==> src/rtl/chimera_cluster_pwr_seq.sv <==
// Per-cluster power sequencer: orders clock enable, reset release and AXI isolation on enable/disable.
// Optional isolation-ack timeout is enabled by defining CHIMERA_PWR_SEQ_TIMEOUT_EN.
module chimera_cluster_pwr_seq #(
  parameter int unsigned NumClusters     = 5,
  parameter bit          IsolateClusters = 1'b1,
  parameter int unsigned RstCycles       = 4,
  parameter int unsigned TimeoutCycles   = 1024
) (
  input  logic                   clk_i,
  input  logic                   rst_i,
  input  logic [NumClusters-1:0] en_req_i,
  input  logic [NumClusters-1:0] err_clr_i,
  input  logic [NumClusters-1:0] isolated_i,
  output logic [NumClusters-1:0] clk_en_o,
  output logic [NumClusters-1:0] cluster_rst_o,
  output logic [NumClusters-1:0] isolate_o,
  output logic [NumClusters-1:0] pwr_on_o,
  output logic [NumClusters-1:0] busy_o,
  output logic [NumClusters-1:0] err_o
);

  localparam int unsigned CntWidth = 16;
  localparam logic [CntWidth-1:0] RstLast = CntWidth'(RstCycles - 1);
  localparam logic [CntWidth-1:0] CntMax  = '1;
`ifdef CHIMERA_PWR_SEQ_TIMEOUT_EN
  localparam logic [CntWidth-1:0] TimeoutLast = CntWidth'(TimeoutCycles - 1);
`else
  localparam int unsigned unusedTimeoutCycles = TimeoutCycles;
`endif

  typedef enum logic [2:0] {
    Off   = 3'd0,
    ClkEn = 3'd1,
    Deiso = 3'd2,
    On    = 3'd3,
    Iso   = 3'd4,
    RstOn = 3'd5
  } state_t;

  state_t                state     [NumClusters];
  state_t                stateNext [NumClusters];
  logic [CntWidth-1:0]   cnt       [NumClusters];
  logic [CntWidth-1:0]   cntNext   [NumClusters];

  logic [NumClusters-1:0] clkEnQ, clkEnD;
  logic [NumClusters-1:0] rstQ, rstD;
  logic [NumClusters-1:0] isoQ, isoD;
  logic [NumClusters-1:0] pwrOnQ, pwrOnD;
  logic [NumClusters-1:0] busyQ, busyD;
  logic [NumClusters-1:0] errQ, errD;

  // Next-state, counter and output decode of the next state for every cluster
  always_comb begin
    clkEnD = '0;
    rstD   = '0;
    isoD   = '0;
    pwrOnD = '0;
    busyD  = '0;
    errD   = errQ;
    for (int i = 0; i < NumClusters; i++) begin
      stateNext[i] = state[i];
      cntNext[i]   = cnt[i];
`ifdef CHIMERA_PWR_SEQ_TIMEOUT_EN
      if (err_clr_i[i]) errD[i] = 1'b0;
`endif
      unique case (state[i])
        Off: begin
          if (en_req_i[i]) begin
            stateNext[i] = ClkEn;
            cntNext[i]   = '0;
          end
        end
        ClkEn: begin
          if (cnt[i] != CntMax) cntNext[i] = cnt[i] + CntWidth'(1);
          if (cnt[i] == RstLast) stateNext[i] = Deiso;
        end
        Deiso: begin
          if (!IsolateClusters || !isolated_i[i]) stateNext[i] = On;
        end
        On: begin
          if (!en_req_i[i]) begin
            stateNext[i] = Iso;
            cntNext[i]   = '0;
          end
        end
        Iso: begin
          if (!IsolateClusters || isolated_i[i]) begin
            stateNext[i] = RstOn;
          end else begin
`ifdef CHIMERA_PWR_SEQ_TIMEOUT_EN
            if (cnt[i] != CntMax) cntNext[i] = cnt[i] + CntWidth'(1);
            // Ack never came: flag it and power the cluster down anyway
            if (cnt[i] == TimeoutLast) begin
              stateNext[i] = RstOn;
              errD[i]      = 1'b1;
            end
`endif
          end
        end
        RstOn: stateNext[i] = Off;
        default: stateNext[i] = Off;
      endcase

      clkEnD[i] = (stateNext[i] != Off);
      rstD[i]   = (stateNext[i] == Off) || (stateNext[i] == ClkEn) || (stateNext[i] == RstOn);
      isoD[i]   = IsolateClusters && ((stateNext[i] == Off) || (stateNext[i] == ClkEn) ||
                                      (stateNext[i] == Iso) || (stateNext[i] == RstOn));
      pwrOnD[i] = (stateNext[i] == On);
      busyD[i]  = (stateNext[i] == ClkEn) || (stateNext[i] == Deiso) ||
                  (stateNext[i] == Iso)   || (stateNext[i] == RstOn);
    end
  end

  // State, counter and registered outputs
  always_ff @(posedge clk_i) begin
    if (rst_i) begin
      for (int i = 0; i < NumClusters; i++) begin
        state[i] <= Off;
        cnt[i]   <= '0;
      end
      clkEnQ <= '0;
      rstQ   <= '1;
      isoQ   <= {NumClusters{IsolateClusters}};
      pwrOnQ <= '0;
      busyQ  <= '0;
      errQ   <= '0;
    end else begin
      for (int i = 0; i < NumClusters; i++) begin
        state[i] <= stateNext[i];
        cnt[i]   <= cntNext[i];
      end
      clkEnQ <= clkEnD;
      rstQ   <= rstD;
      isoQ   <= isoD;
      pwrOnQ <= pwrOnD;
      busyQ  <= busyD;
      errQ   <= errD;
    end
  end

  assign clk_en_o      = clkEnQ;
  assign cluster_rst_o = rstQ;
  assign isolate_o     = isoQ;
  assign pwr_on_o      = pwrOnQ;
  assign busy_o        = busyQ;
`ifdef CHIMERA_PWR_SEQ_TIMEOUT_EN
  assign err_o = errQ;
`else
  logic unusedErr;
  assign unusedErr = ^{errQ, err_clr_i};
  assign err_o     = '0;
`endif

endmodule

==> config.mk <==
export PLATFORM = sky130hd
export DESIGN_NAME = chimera_cluster_pwr_seq
export DESIGN_NICKNAME = d
export VERILOG_FILES = /design/src/rtl/chimera_cluster_pwr_seq.sv
export SDC_FILE = /design/constraint.sdc
export NUM_CORES = 1
export LEC_CHECK = 0
export BUFFER_PORTS_ARGS = -buffer_cell sky130_fd_sc_hd__buf_4
export CAP_MARGIN = 20
export CORE_ASPECT_RATIO = 0.75
export CORE_MARGIN = 4
export CORE_UTILIZATION = 65
export CTS_BUF_LIST = sky130_fd_sc_hd__clkbuf_2
export DETAILED_ROUTE_END_ITERATION = 6
export GPL_ROUTABILITY_DRIVEN = 0
export PLACE_DENSITY = 0.85
export SLEW_MARGIN = 10
export SYNTH_ARGS = -nofsm -noshare
export SYNTH_HDL_FRONTEND = slang
export SYNTH_SLANG_ARGS = --single-unit
==> constraint.sdc <==
create_clock -name clk_i -period 4.55 [get_ports clk_i]
set_clock_uncertainty 0.2 [all_clocks]
set_input_delay 0.6825 -clock clk_i [delete_from_list [all_inputs] [get_ports clk_i]]
set_output_delay 0.6825 -clock clk_i [all_outputs]
set_load 0.02 [all_outputs]
==> flow_metrics.py <==
metrics = {
    "setup_path": {
        "cpPeakStageDelay_ns": 0.55,
        "cp_slowest_cell": "or4_4",
        "cp-startpoint": "state[0][3]",
        "required_ns": 4.90,
        "cp.arrival_ns": 2.86,
        "reg2reg_slack_ns": 2.04,
        "timing.rr.start": "state[0][3]",
        "worstSetupPathType": "reg2reg",
        "endpoint_kind": "flip-flop",
        "crit_cells": 5,
        "worstSetupStartpointType": "flip-flop",
        "path_buf_inv": 0,
        "r2r-end": "cnt[0][25]",
        "worstPathMaxFanout": 13,
        "crit_family": "simple AND/OR/NAND/NOR gates",
        "rr_worst_depth": 5,
        "setup.worst_path.end": "cnt[0][25]",
        "cp_cell_sequence": "or3b_4 -> or4_4 -> o21ai_2 -> or3_1 -> a21oi_2",
    },
    "timing": {
        "finalHoldViolations": 0,
        "finalCritPeriodShare": 0.552,
        "rsz0062_at_grt": "false",
        "fin_setup_tns_ns": 0,
        "worst_pin_slew_ns": 0.865,
        "slew_viol_final": 0,
        "min_period_ns": 2.51,
        "fmax_mhz": 398,
        "layout_setup_ws_ns": 2.04,
        "setup_viol": 0,
        "relSlewSlack": 0.408,
    },
    "synthesis": {
        "yosys.cell_types.count": 63,
        "synthTopCellsByArea": "dfxtp_1 40%, xor2_1 5.7%, nor2_1 5.2%",
        "synth.most_common_cell": "dfxtp_1",
        "synth_top_area_share": 0.402,
        "netlist.top_cell.by_area": "dfxtp_1",
        "netlist_area_um2": 5970,
        "yosysWarnings": 0,
        "synth_enable_flop_cells": 0,
        "ys.flop_type": "dfxtp_1",
        "ys_async_sr_fraction": 0,
        "postSynthCellCount": 711,
        "synth_seq_cells": 120,
        "ys_top_cells_by_count": "120 x dfxtp_1, 83 x nor2_1, 46 x a21oi_1, 41 x nand2_1, 39 x xor2_1",
        "synth.avg_cell_area_um2": 8.40,
        "seq_area_frac_synth": 0.402,
    },
    "clock_network": {
        "clk_pin_slew_ns": 0.17,
        "clock-sinks": 120,
        "cts_buffers": 17,
        "clk_latency_ns": 0.64,
        "post-cts-setup-buffers": 0,
        "cts_resized": 0,
        "cts-hold-fix-buffers": 0,
        "cts_tree": "built",
        "cts.htree.levels": 4,
        "root_buffer": "clkbuf_2",
        "cts_buffer_depth": 2,
    },
    "floorplan": {
        "die_y_um": 91.0,
        "start_util": 0.685,
        "rows": 29,
        "die_w_um": 119,
        "dieArea_um2": 10800,
        "core_um2": 8710,
        "io_pins": 47,
    },
    "detailed_routing": {
        "drt_iter0_drc": 478,
        "vias": 5296,
        "wl_um": 12600,
        "drcViolationCount": 0,
        "avgViaCountPerCell": 6.17,
        "firstDrtPassIters": 5,
        "wl_per_cell_um": 14.7,
        "final_antenna_net_count": 0,
    },
    "worst_hold_path": {
        "hp-class": "in2reg",
    },
    "global_routing": {
        "grt_start_max_net_pins": 47,
        "grt_use_met3": 0.0627,
        "globalRouteOverflowTotal": 0,
        "grt_pass1_vias": 4890,
        "use_met1": 0.305,
        "top_usage_layer": "met2",
        "antenna_found_initial": 0,
        "track_usage": 0.237,
        "grt_first_pass_wirelength_um": 21700,
        "groute.layer.met2.usage": 0.390,
    },
    "placement": {
        "io_buffers": 36,
        "post-place-ws_ns": 1.83,
        "dp_hpwl_um": 8850,
    },
    "finish": {
        "area_delta_synth_final_pct": 7.84,
        "antennaDiodeCount": 0,
        "nFillCells": 662,
        "post-route-util": 0.739,
        "regArea_um2": 2400,
        "nNetsFinal": 760,
        "drive_above_1_share": 0.119,
        "multi_input_area_um2": 3340,
    },
    "run": {
        "cap_violations": 0,
    },
    "power": {
        "power.density_nw_per_um2": 284,
        "vdd_drop_max_mv": 0.257,
        "leakagePower_uw": 0.00220,
    },
    "outcome": {
        "status": "complete, no violations",
    },
}
power by group:
group | internal (µW) | switching [µW] | total [µW]
logic | 49.6 | 89.0 | 139
registers | 1070 | 16.2 | 1080
clock network | 236 | 372 | 608
total | 1350 | 477 | 1830
worst min path at each step:
stage | start | endpoint | slack [ns] | cells after the start
floorplan | cnt[0][49] | cnt[0][49] | 0.25 | 2
global placement | cnt[0][49] | cnt[0][49] | 0.26 | 2
detailed placement | cnt[0][49] | cnt[0][49] | 0.27 | 2
CTS | isolated_i[3] | cluster_rst_o[3] | 0.07 | 3
global route | isolated_i[4] | cluster_rst_o[4] | 0.08 | 3
finish | isolated_i[3] | cluster_rst_o[3] | 0.14 | 3
worst register-to-register path: stages (launching register included):
cell and delay (ns):
dfxtp_1 0.48, or3b_4 0.45, or4_4 0.55, o21ai_2 0.48, or3_1 0.23, a21oi_2 0.06
placed cells by master (no fill, tap or decap), drive strengths merged, types with 8 or more instances in the layout:
master	n
a21oi	50
clkbuf	19
nand2	42
nand3	28
nand2b	19
nor3	14
or4	8
buf	36
and4	9
o211ai	18
clkinv	9
nand4	31
and2	9
dfxtp	120
a211oi	12
o21ai	32
inv	21
nor2	83
xnor2	10
or3	25
nor4	16
xor2	39
flip-flops by register name, summed over array words and instances, names as in the netlist:
signal         cells
busy_o             5
clk_en_o           5
cluster_rst_o      5
cnt               80
isolate_o          5
pwr_on_o           5
state             15
per-stage QoR:
step	instance area, µm²	power (µW)	cells	hold WS [ns]
final	6440	1830	858	0.137
after global routing	6440	1920	858	0.0808
after CTS	6430	1850	857	0.0666
after detailed placement	6230	1240	826	0.267
after global placement	6230	1240	826	0.259
after floorplan	5980	1200	715	0.249
cells by family (layout without fill, tap and decap cells):
group,count (synthesis),count (layout),share of synthesized area
simple gates,328,328,0.302
compound gates,154,154,0.173
flops,120,120,0.402
buf+inv,54,89,0.0400
xor+xnor,49,49,0.0719
fa+ha+maj,5,5,0.0105
other cells,1,5,0.000628
layer usage:
layer  share of wire  vias up  wire, µm
li1                -     2646         -
met1            0.46     2460      5780
met2            0.47      170      5910
met3           0.060       20       757
met4           0.013        0       163
met5               0        -         0
cell type report:
type / instances / area share
clock buffers: 18 / 0.0140
well taps: 108 / 0.0210
repair buffers: 37 / 0.0428
inverters: 21 / 0.0122
multi-input cells: 541 / 0.519
clock inverters: 13 / 0.0175
flip-flops and latches: 120 / 0.373
Note: power is estimated with default switching activity, not from simulation.
